==> src/rtl/sm4_mode_engine.sv <==
// ---------------------------------------------------------------------------
// sm4_mode_engine
//
// Block-cipher mode wrapper around an external SM4 core. Input blocks are
// buffered in a small FIFO, combined with the chaining value according to the
// latched mode (ECB, CBC, CTR), handed to the core through a req/ack
// handshake, and the post-processed result is presented on a valid/ready
// output port. One block is in flight at a time.
//
// Ports
//   clk_i, rst_i          clock, asynchronous active-high reset
//   cfg_mode_i            0 ECB, 1 CBC, 2 CTR, 3 reserved (latched by iv_load_i)
//   cfg_dec_i             1 = decrypt (latched by iv_load_i)
//   iv_i, iv_load_i       IV / initial counter and its load pulse
//   clear_i               flush FIFO and abort the current block
//   in_valid_i/in_ready_o, in_data_i     input block stream
//   out_valid_o/out_ready_i, out_data_o  output block stream
//   core_req_o/core_ack_i, core_dec_o,
//   core_data_o/core_data_i              SM4 core operand/result handshake
//   busy_o                FSM not idle or FIFO non-empty
//   err_o                 sticky: reserved mode latched or illegal IV load
//   fifo_level_o          FIFO occupancy
// ---------------------------------------------------------------------------
module sm4_mode_engine #(
   parameter int BLK_W      = 128,
   parameter int FIFO_DEPTH = 4,
   parameter int CTR_W      = 32
) (
   input  logic                        clk_i,
   input  logic                        rst_i,
   input  logic [1:0]                  cfg_mode_i,
   input  logic                        cfg_dec_i,
   input  logic [BLK_W-1:0]            iv_i,
   input  logic                        iv_load_i,
   input  logic                        clear_i,
   input  logic                        in_valid_i,
   output logic                        in_ready_o,
   input  logic [BLK_W-1:0]            in_data_i,
   output logic                        out_valid_o,
   input  logic                        out_ready_i,
   output logic [BLK_W-1:0]            out_data_o,
   output logic                        core_req_o,
   input  logic                        core_ack_i,
   output logic                        core_dec_o,
   output logic [BLK_W-1:0]            core_data_o,
   input  logic [BLK_W-1:0]            core_data_i,
   output logic                        busy_o,
   output logic                        err_o,
   output logic [$clog2(FIFO_DEPTH):0] fifo_level_o
);

   localparam int PTR_W = $clog2(FIFO_DEPTH);
   localparam int LVL_W = PTR_W + 1;

   // Selects the counter field of the chaining value in CTR mode.
   localparam logic [BLK_W-1:0] CTR_MASK = {BLK_W{1'b1}} >> (BLK_W - CTR_W);

   typedef enum logic [2:0] {IDLE, ISSUE, WAIT, EMIT, DRAIN} state_t;
   typedef enum logic [1:0] {MODE_ECB = 2'd0, MODE_CBC = 2'd1,
                             MODE_CTR = 2'd2, MODE_RSVD = 2'd3} mode_t;

   state_t            state_q;
   mode_t             mode_q;
   logic              dec_q;
   logic [BLK_W-1:0]  chain_q;
   logic [BLK_W-1:0]  work_q;

   logic [BLK_W-1:0]  fifo_mem [FIFO_DEPTH];
   logic [PTR_W-1:0]  wr_ptr_q;
   logic [PTR_W-1:0]  rd_ptr_q;
   logic [LVL_W-1:0]  count_q;

   logic              fifo_full;
   logic              fifo_empty;
   logic              push;
   logic              pop;
   logic              load_ok;
   logic [BLK_W-1:0]  head;
   logic [BLK_W-1:0]  issue_data;
   logic              issue_dec;
   logic [BLK_W-1:0]  result_data;
   logic [BLK_W-1:0]  chain_next;

   assign fifo_full    = (count_q == LVL_W'(FIFO_DEPTH));
   assign fifo_empty   = (count_q == '0);
   assign head         = fifo_mem[rd_ptr_q];
   assign fifo_level_o = count_q;
   assign busy_o       = (state_q != IDLE) || !fifo_empty;
   assign in_ready_o   = !fifo_full && (mode_q != MODE_RSVD) && (state_q != DRAIN);

   // clear_i wins over a same-cycle push: that beat is flushed with the rest.
   assign push    = in_valid_i && in_ready_o && !clear_i;
   assign pop     = (state_q == IDLE) && !fifo_empty && (mode_q != MODE_RSVD) && !clear_i;
   assign load_ok = (state_q == IDLE) && fifo_empty;

   // Operand presented to the core for the block at the FIFO head.
   // NOTE: every variable assigned in always_comb gets a default first so no
   // path can leave it unassigned and infer a latch.
   always_comb begin
      issue_data = head;
      issue_dec  = dec_q;
      case (mode_q)
         MODE_CBC: if (!dec_q) issue_data = head ^ chain_q;
         MODE_CTR: begin
            issue_data = chain_q;
            issue_dec  = 1'b0;
         end
         default: ;
      endcase
   end

   // Post-processing of the core result and the next chaining value.
   always_comb begin
      result_data = core_data_i;
      chain_next  = chain_q;
      case (mode_q)
         MODE_CBC: begin
            if (dec_q) begin
               result_data = core_data_i ^ chain_q;
               chain_next  = work_q;
            end else begin
               chain_next  = core_data_i;
            end
         end
         MODE_CTR: begin
            result_data = core_data_i ^ work_q;
            // Only the counter field wraps; the nonce bits above it are kept.
            chain_next  = (chain_q & ~CTR_MASK) | ((chain_q + BLK_W'(1)) & CTR_MASK);
         end
         default: ;
      endcase
   end

   // NOTE: the FIFO storage has no reset; occupancy is tracked by the
   // pointers and count, so stale contents are never observed.
   always_ff @(posedge clk_i) begin
      if (push) fifo_mem[wr_ptr_q] <= in_data_i;
   end

   // NOTE: sequential state uses non-blocking assignments only, so every
   // register samples pre-edge values regardless of statement order.
   always_ff @(posedge clk_i or posedge rst_i) begin
      if (rst_i) begin
         wr_ptr_q <= '0;
         rd_ptr_q <= '0;
         count_q  <= '0;
      end else if (clear_i) begin
         wr_ptr_q <= '0;
         rd_ptr_q <= '0;
         count_q  <= '0;
      end else begin
         if (push) wr_ptr_q <= wr_ptr_q + PTR_W'(1);
         if (pop)  rd_ptr_q <= rd_ptr_q + PTR_W'(1);
         case ({push, pop})
            2'b10:   count_q <= count_q + LVL_W'(1);
            2'b01:   count_q <= count_q - LVL_W'(1);
            default: ;
         endcase
      end
   end

   always_ff @(posedge clk_i or posedge rst_i) begin
      if (rst_i) begin
         state_q     <= IDLE;
         mode_q      <= MODE_ECB;
         dec_q       <= 1'b0;
         chain_q     <= '0;
         work_q      <= '0;
         err_o       <= 1'b0;
         out_valid_o <= 1'b0;
         out_data_o  <= '0;
         core_req_o  <= 1'b0;
         core_dec_o  <= 1'b0;
         core_data_o <= '0;
      end else begin
         case (state_q)
            IDLE: begin
               if (pop) begin
                  work_q      <= head;
                  core_data_o <= issue_data;
                  core_dec_o  <= issue_dec;
                  core_req_o  <= 1'b1;
                  state_q     <= ISSUE;
               end
            end
            // The request is already on the bus in ISSUE, so an abort there
            // must also complete the handshake before returning to IDLE.
            ISSUE, WAIT: begin
               if (clear_i) begin
                  if (core_ack_i) begin
                     core_req_o <= 1'b0;
                     state_q    <= IDLE;
                  end else begin
                     state_q    <= DRAIN;
                  end
               end else if (core_ack_i) begin
                  core_req_o  <= 1'b0;
                  out_data_o  <= result_data;
                  out_valid_o <= 1'b1;
                  chain_q     <= chain_next;
                  state_q     <= EMIT;
               end else begin
                  state_q <= WAIT;
               end
            end
            EMIT: begin
               if (clear_i || out_ready_i) begin
                  out_valid_o <= 1'b0;
                  state_q     <= IDLE;
               end
            end
            DRAIN: begin
               if (core_ack_i) begin
                  core_req_o <= 1'b0;
                  state_q    <= IDLE;
               end
            end
            default: state_q <= IDLE;
         endcase

         // Configuration may only change between streams; a load anywhere
         // else is dropped and flagged.
         if (iv_load_i) begin
            if (load_ok) begin
               mode_q  <= mode_t'(cfg_mode_i);
               dec_q   <= cfg_dec_i;
               chain_q <= iv_i;
               err_o   <= (cfg_mode_i == MODE_RSVD);
            end else begin
               err_o   <= 1'b1;
            end
         end
      end
   end

endmodule

==> config.mk <==
export PLATFORM = sky130hd
export DESIGN_NAME = sm4_mode_engine
export DESIGN_NICKNAME = d
export VERILOG_FILES = /design/src/rtl/sm4_mode_engine.sv
export SDC_FILE = /design/constraint.sdc
export NUM_CORES = 2
export LEC_CHECK = 0
export ABC_AREA = 1
export BUFFER_PORTS_ARGS = -buffer_cell sky130_fd_sc_hd__clkbuf_2
export CORE_UTILIZATION = 40
export DETAILED_ROUTE_END_ITERATION = 10
export HOLD_SLACK_MARGIN = 0.08
export MAX_ROUTING_LAYER = met4
export PLACE_DENSITY = 0.67
export SYNTH_ARGS = -nofsm -noshare
export SYNTH_HDL_FRONTEND = slang
export SYNTH_SLANG_ARGS = --single-unit
==> constraint.sdc <==
create_clock -name clk_i -period 43.5 [get_ports clk_i]
set_input_delay 4.35 -clock clk_i [delete_from_list [all_inputs] [get_ports clk_i]]
set_output_delay 4.35 -clock clk_i [all_outputs]
set_load 0.03 [all_outputs]
# Yosys cells after proc, flatten, opt, wreduce, memory -nomap -nowiden
# Memory sizes are Yosys's and may differ from the RTL's.
# Cells that the tools add are included.
# word_totals
word_cells,107
ram_bits,512
memories,1
ff_bits,529
# classes
n_bitwise,5
n_reduce_logical,29
eq_ne,18
add_sub_neg,5
muxes,35
# mem_list
name,words,width,rd,rd_clocked_by_memory_dff,write_ports,line,rtl
fifo_mem,4,128,1,0,1,68,logic [BLK_W-1:0] fifo_mem [FIFO_DEPTH];
# ops
operator,count
128-bit two-way mux,8
128-bit one-hot mux with 2 select lines,3
128-bit bitwise XOR,3
128-bit by 32-bit bitwise OR with 128-bit output,1
"32-bit by 1-bit adder with 32-bit output, second input constant",1
3-bit two-way mux,6
"2-bit inequality test, second input constant",6
3-bit one-hot mux with 4 select lines,1
1-bit two-way mux,10
3-bit AND reduction,3
1-bit logical AND,8
2-bit two-way mux,4
2-bit nonzero test,4
"2-bit == test, second input constant",3
"3-bit by 2-bit == test with 1-bit output, second input constant",2
"3-bit == test, second input constant",2
3-bit zero test,2
3-bit one-hot mux with 2 select lines,1
3-bit nonzero test,2
"2-bit by 1-bit adder with 2-bit output, second input constant",2
"2-bit by 1-bit == test with 1-bit output, second input constant",2
1-bit one-hot mux with 2 select lines,2
2-bit AND reduction,2
4-bit AND reduction,1
10 further kinds,13

# Logic depth before layout (Yosys ltp)
# depth
ltp_word,9
depth_mapped,14
depth_no_buf,12

# Least setup slack after synthesis
# Ideal clock, no wire load.
# synth_path
path_kind,input-to-reg
start,input in_valid_i
end,memory fifo_mem[0][0] (enable)
cell_stages,4
arrival_time_ps,10013
t_required_ps,42884
slack_ps,32870
path_buffers,0
path_cell_list,nand2_1 > nor2_1 > inv_1 > nor2_1
# synth_via
elab_chain_len,4
# synth_rtl
element,line,rtl
from (decl),36,"input logic in_valid_i,"
1-bit logical AND (2 in a row),92,assign push = in_valid_i && in_ready_o && !clear_i;
1-bit two-way mux,137,if (push) fifo_mem[wr_ptr_q] <= in_data_i;
1-bit two-way mux (implied by the code),137,
to (decl),68,
# No other way between the ends.

# Worst setup path after layout
# layout_path
start,input clear_i
end,register chain_q[5]
# layout_via
elab_chain_len,4
# layout_rtl
element,line,rtl
from (decl),35,"input logic clear_i,"
128-bit two-way mux (*),189,if (clear_i) begin
128-bit two-way mux (*),176,case (state_q)
128-bit two-way mux,224,if (load_ok) begin
128-bit two-way mux (*),223,if (iv_load_i) begin
to (signal assigned),200,chain_q <= chain_next;
to (signal assigned),227,chain_q <= iv_i;
to (decl),65,logic [BLK_W-1:0] chain_q;
# Mark *: on every way between the ends. The rest lies on a longest branch, timed or not.
# A chain may end at the register's enable or synchronous reset.

==> impl_metrics.ini <==
[floorplanning]
rows = 131
coreArea_um2 = 128000
io_pins = 659
die_h_um = 362
die_area_um2 = 131000
die_w_um = 362
initial_utilization_pct = 40.4

[finish]
fill_cells = 12300
nets = 6906
multi_input_area_um2 = 20200
final_cells = 8389
seq_area_um2 = 28600
drive_gt1_share_pct = 13.8
synthToLayoutAreaGrowth_pct = 15.4

[critical_path]
reg2reg_slack_ns = 39.29
max_stage_delay_ns = 0.85
critPathRequiredTime_ns = 44.16
cp-start-kind = primary input
cpLargestDelayFamily = buffers and inverters
critPathKind = primary input to flop
r2r-start = state_q[2]$_DFFE_PP0P_
cp-end-kind = flop
cp.buffers_inverters = 5
cp_cell_sequence = clkbuf_2 -> inv_2 -> nand3_4 -> nor2_4 -> buf_4 -> buf_4 -> o21ai_0 -> nand4_1 -> o21ai_0 -> inv_1
path_max_fanout = 66
crit_arrival_ns = 8.09
cpMaxStageDelayCell = nor2_4
startpoint = clear_i

[timing]
relSlewSlack_pct = 16.6
rsz0062_at_grt = no
setup_violations = 0
period_share_pct = 17.1
hold_violations = 0
drv_slew = 0
finClkSkew_ns = 0.0422
whs_ns = 0.480
min_period_ns = 7.43
tightest_slew_ns = 1.25
max_freq_mhz = 135
fin_setup_tns_ns = 0

[status]
outcome = finished clean

[detailed_routing]
num_vias = 47300
drtPass1Iterations = 9
drtIter0Drc = 5005
wl_per_cell_um = 21.7
via_per_inst = 5.64
wl_mm = 182
antenna_left = 0
drc = 0

[pwr]
ir_worst_vdd_v = 0.0000624
power_mw = 4.74
p_sw_mw = 2.25
powerDensity_nw_per_um2 = 79.4
p_leak_nw = 25.8
sw_frac_of_total_pct = 47.5
pwr-share-comb_pct = 45.9
clockPowerShare_pct = 21.0
power_frac_seq_pct = 33.1
p_int_mw = 2.49

[clock_network]
clk_latency_ns = 0.73
cts.sinks = 1041
root_buffer = clkbuf_16
cts_htree_levels = 3
postCtsHoldBufs = 0
postCtsSetupBuffers = 0
cts_resized = 0
cts_max_path_buffers = 3
cts_tree = yes
path_clk_slew_ns = 0.06
numCtsBuffers = 114

[global_routing]
grt_use_total_pct = 27.9
grt_pass1_wl_mm = 273
antenna_found_initial = 61
grt_overflow = 0
grt_max_degree = 191
grt_pass1_vias = 43800

[yosys]
syn_avg_cell_area_um2 = 8.46
ys_seq_area_share_pct = 55.3
async_flop_share_pct = 50.8
synth_edf_count = 512
netlist_area_um2 = 51800
synthDistinctLibCells = 44
synth-main-ff-cell = dfrtp_1
syn_nets = 6520
ys_ff_latch = 1041
ys_warn_count = 0
synth_cells = 6117

[place]
place.gp.congestion = 0.928
post-dp-hpwl_mm = 112
io_buffers = 658
placed_cells = 8116

[hold_path]
min_from = core_data_o[3]$_DFFE_PP0P_
hp-class = flop to flop

[flow_run]
max-cap-violations = 0
-- layer usage --
metal | share of wire, % | GRT usage, % | up-vias
met2 | 45 | 41.0 | 2364
met3 | 9.5 | 5.97 | 423
met4 | 4.9 | 14.8 | 0
met1 | 41 | 36.1 | 22600
met5 | 0 | - | -
li1 | - | - | 21900
-- synthesized netlist by cell type, types with 63 or more instances --
cell type / number / share of area (%)
edfxtp_1: 512 / 30
nand2_1: 1912 / 14
clkbuf_1: 198 / 1.4
nand3_1: 582 / 5.6
a31oi_1: 87 / 1.1
o211ai_1: 63 / 0.91
o22ai_1: 87 / 1.1
buf_2: 181 / 1.8
o21ai_0: 496 / 4.8
inv_1: 240 / 1.7
a21oi_1: 456 / 4.4
o21ai_1: 153 / 1.5
nor2_1: 315 / 2.3
dfrtp_1: 529 / 26
-- final cells by class --
cell class                 count  share of cell area (%)
antenna                       56                   0.235
inverter                     249                    1.66
tap                         1729                    3.62
clock inverter                66                    1.09
multi-input combinational   4381                    33.8
clock buffer                 151                    5.28
sequential                  1041                    47.9
timing repair buffer         716                    6.35
-- kinds of logic (layout without fill, tap and decap cells) --
family / Yosys count / in the layout / synth area share (%)
flip-flops: 1041 / 1041 / 55.3
adder cells (fa/ha/maj): 9 / 9 / 0.232
AO/OA/AOI/OAI: 1451 / 1451 / 15.5
buffers and inverters: 695 / 1182 / 5.81
other: 0 / 56 / 0
XOR/XNOR: 2 / 2 / 0.0339
AND/OR/NAND/NOR: 2919 / 2919 / 23.2
-- power groups by stage --
| stage | Sequential (mW) | Combinational (mW) | Clock, mW |
|---|---|---|---|
| 4_1_cts | 1.56 | 2.16 | 1.01 |
| 5_1_grt | 1.60 | 2.39 | 1.05 |
| 3_3_place_gp | 1.57 | 2.11 | 0 |
| 2_1_floorplan | 1.69 | 1.36 | 0 |
| 6_report | 1.57 | 2.18 | 0.994 |
| 3_5_place_dp | 1.58 | 2.15 | 0 |
-- final timing paths --
kind / end / cells past startpoint
min reg2reg: core_data_o[3]$_DFFE_PP0P_ / 2
min: core_data_o[3]$_DFFE_PP0P_ / 2
max reg2reg: chain_q[5]$_DFF_PP0_ / 11
min in group asynchronous: out_data_o[75]$_DFFE_PP0P_ / 2
max in group asynchronous: rd_ptr_q[0]$_DFFE_PP0P_ / 4
max: chain_q[5]$_DFF_PP0_ / 10
-- worst reg2reg max path, stage by stage (launching register included) --
cell     delay, ns
dfrtp_1       0.43
inv_2         0.07
nand2_1       0.07
nor2_2        0.16
nand3_4       0.34
nor2_4        0.86
buf_4         0.76
buf_4         0.89
o21ai_0       0.25
nand4_1       0.12
o21ai_0       0.12
inv_1         0.09
-- metrics by stage --
| step | worst slack, ns | utilization [%] | cell area, µm² |
|---|---|---|---|
| floorplan | 24.37 | - | 51800 |
| global placement | 35.46 | 43.6 | 55800 |
| detailed placement | 35.39 | 43.6 | 55800 |
| CTS | 36.21 | 46.6 | 59600 |
| global route | 35.90 | 46.6 | 59700 |
| finish | 36.07 | 46.7 | 59700 |
-- state kept, by name, indices dropped and copies added, names as in the netlist --
name,flops
wr_ptr_q,2
mode_q,2
rd_ptr_q,2
fifo_mem,512
core_data_o,128
out_valid_o,1
state_q,3
fifo_level_o,3
dec_q,1
work_q,128
chain_q,128
out_data_o,128
core_req_o,1
err_o,1
core_dec_o,1
-- placed cells by master, fill, tap and decap left out, drive strengths merged, types with 87 or more instances in the layout --
master,instances
nand2,1913
clkbuf,809
o21ai,649
nand3,584
dfrtp,529
edfxtp,512
a21oi,456
nor2,319
inv,252
o22ai,87
a31oi,87
No activity file was read; power rests on OpenSTA's default activity.
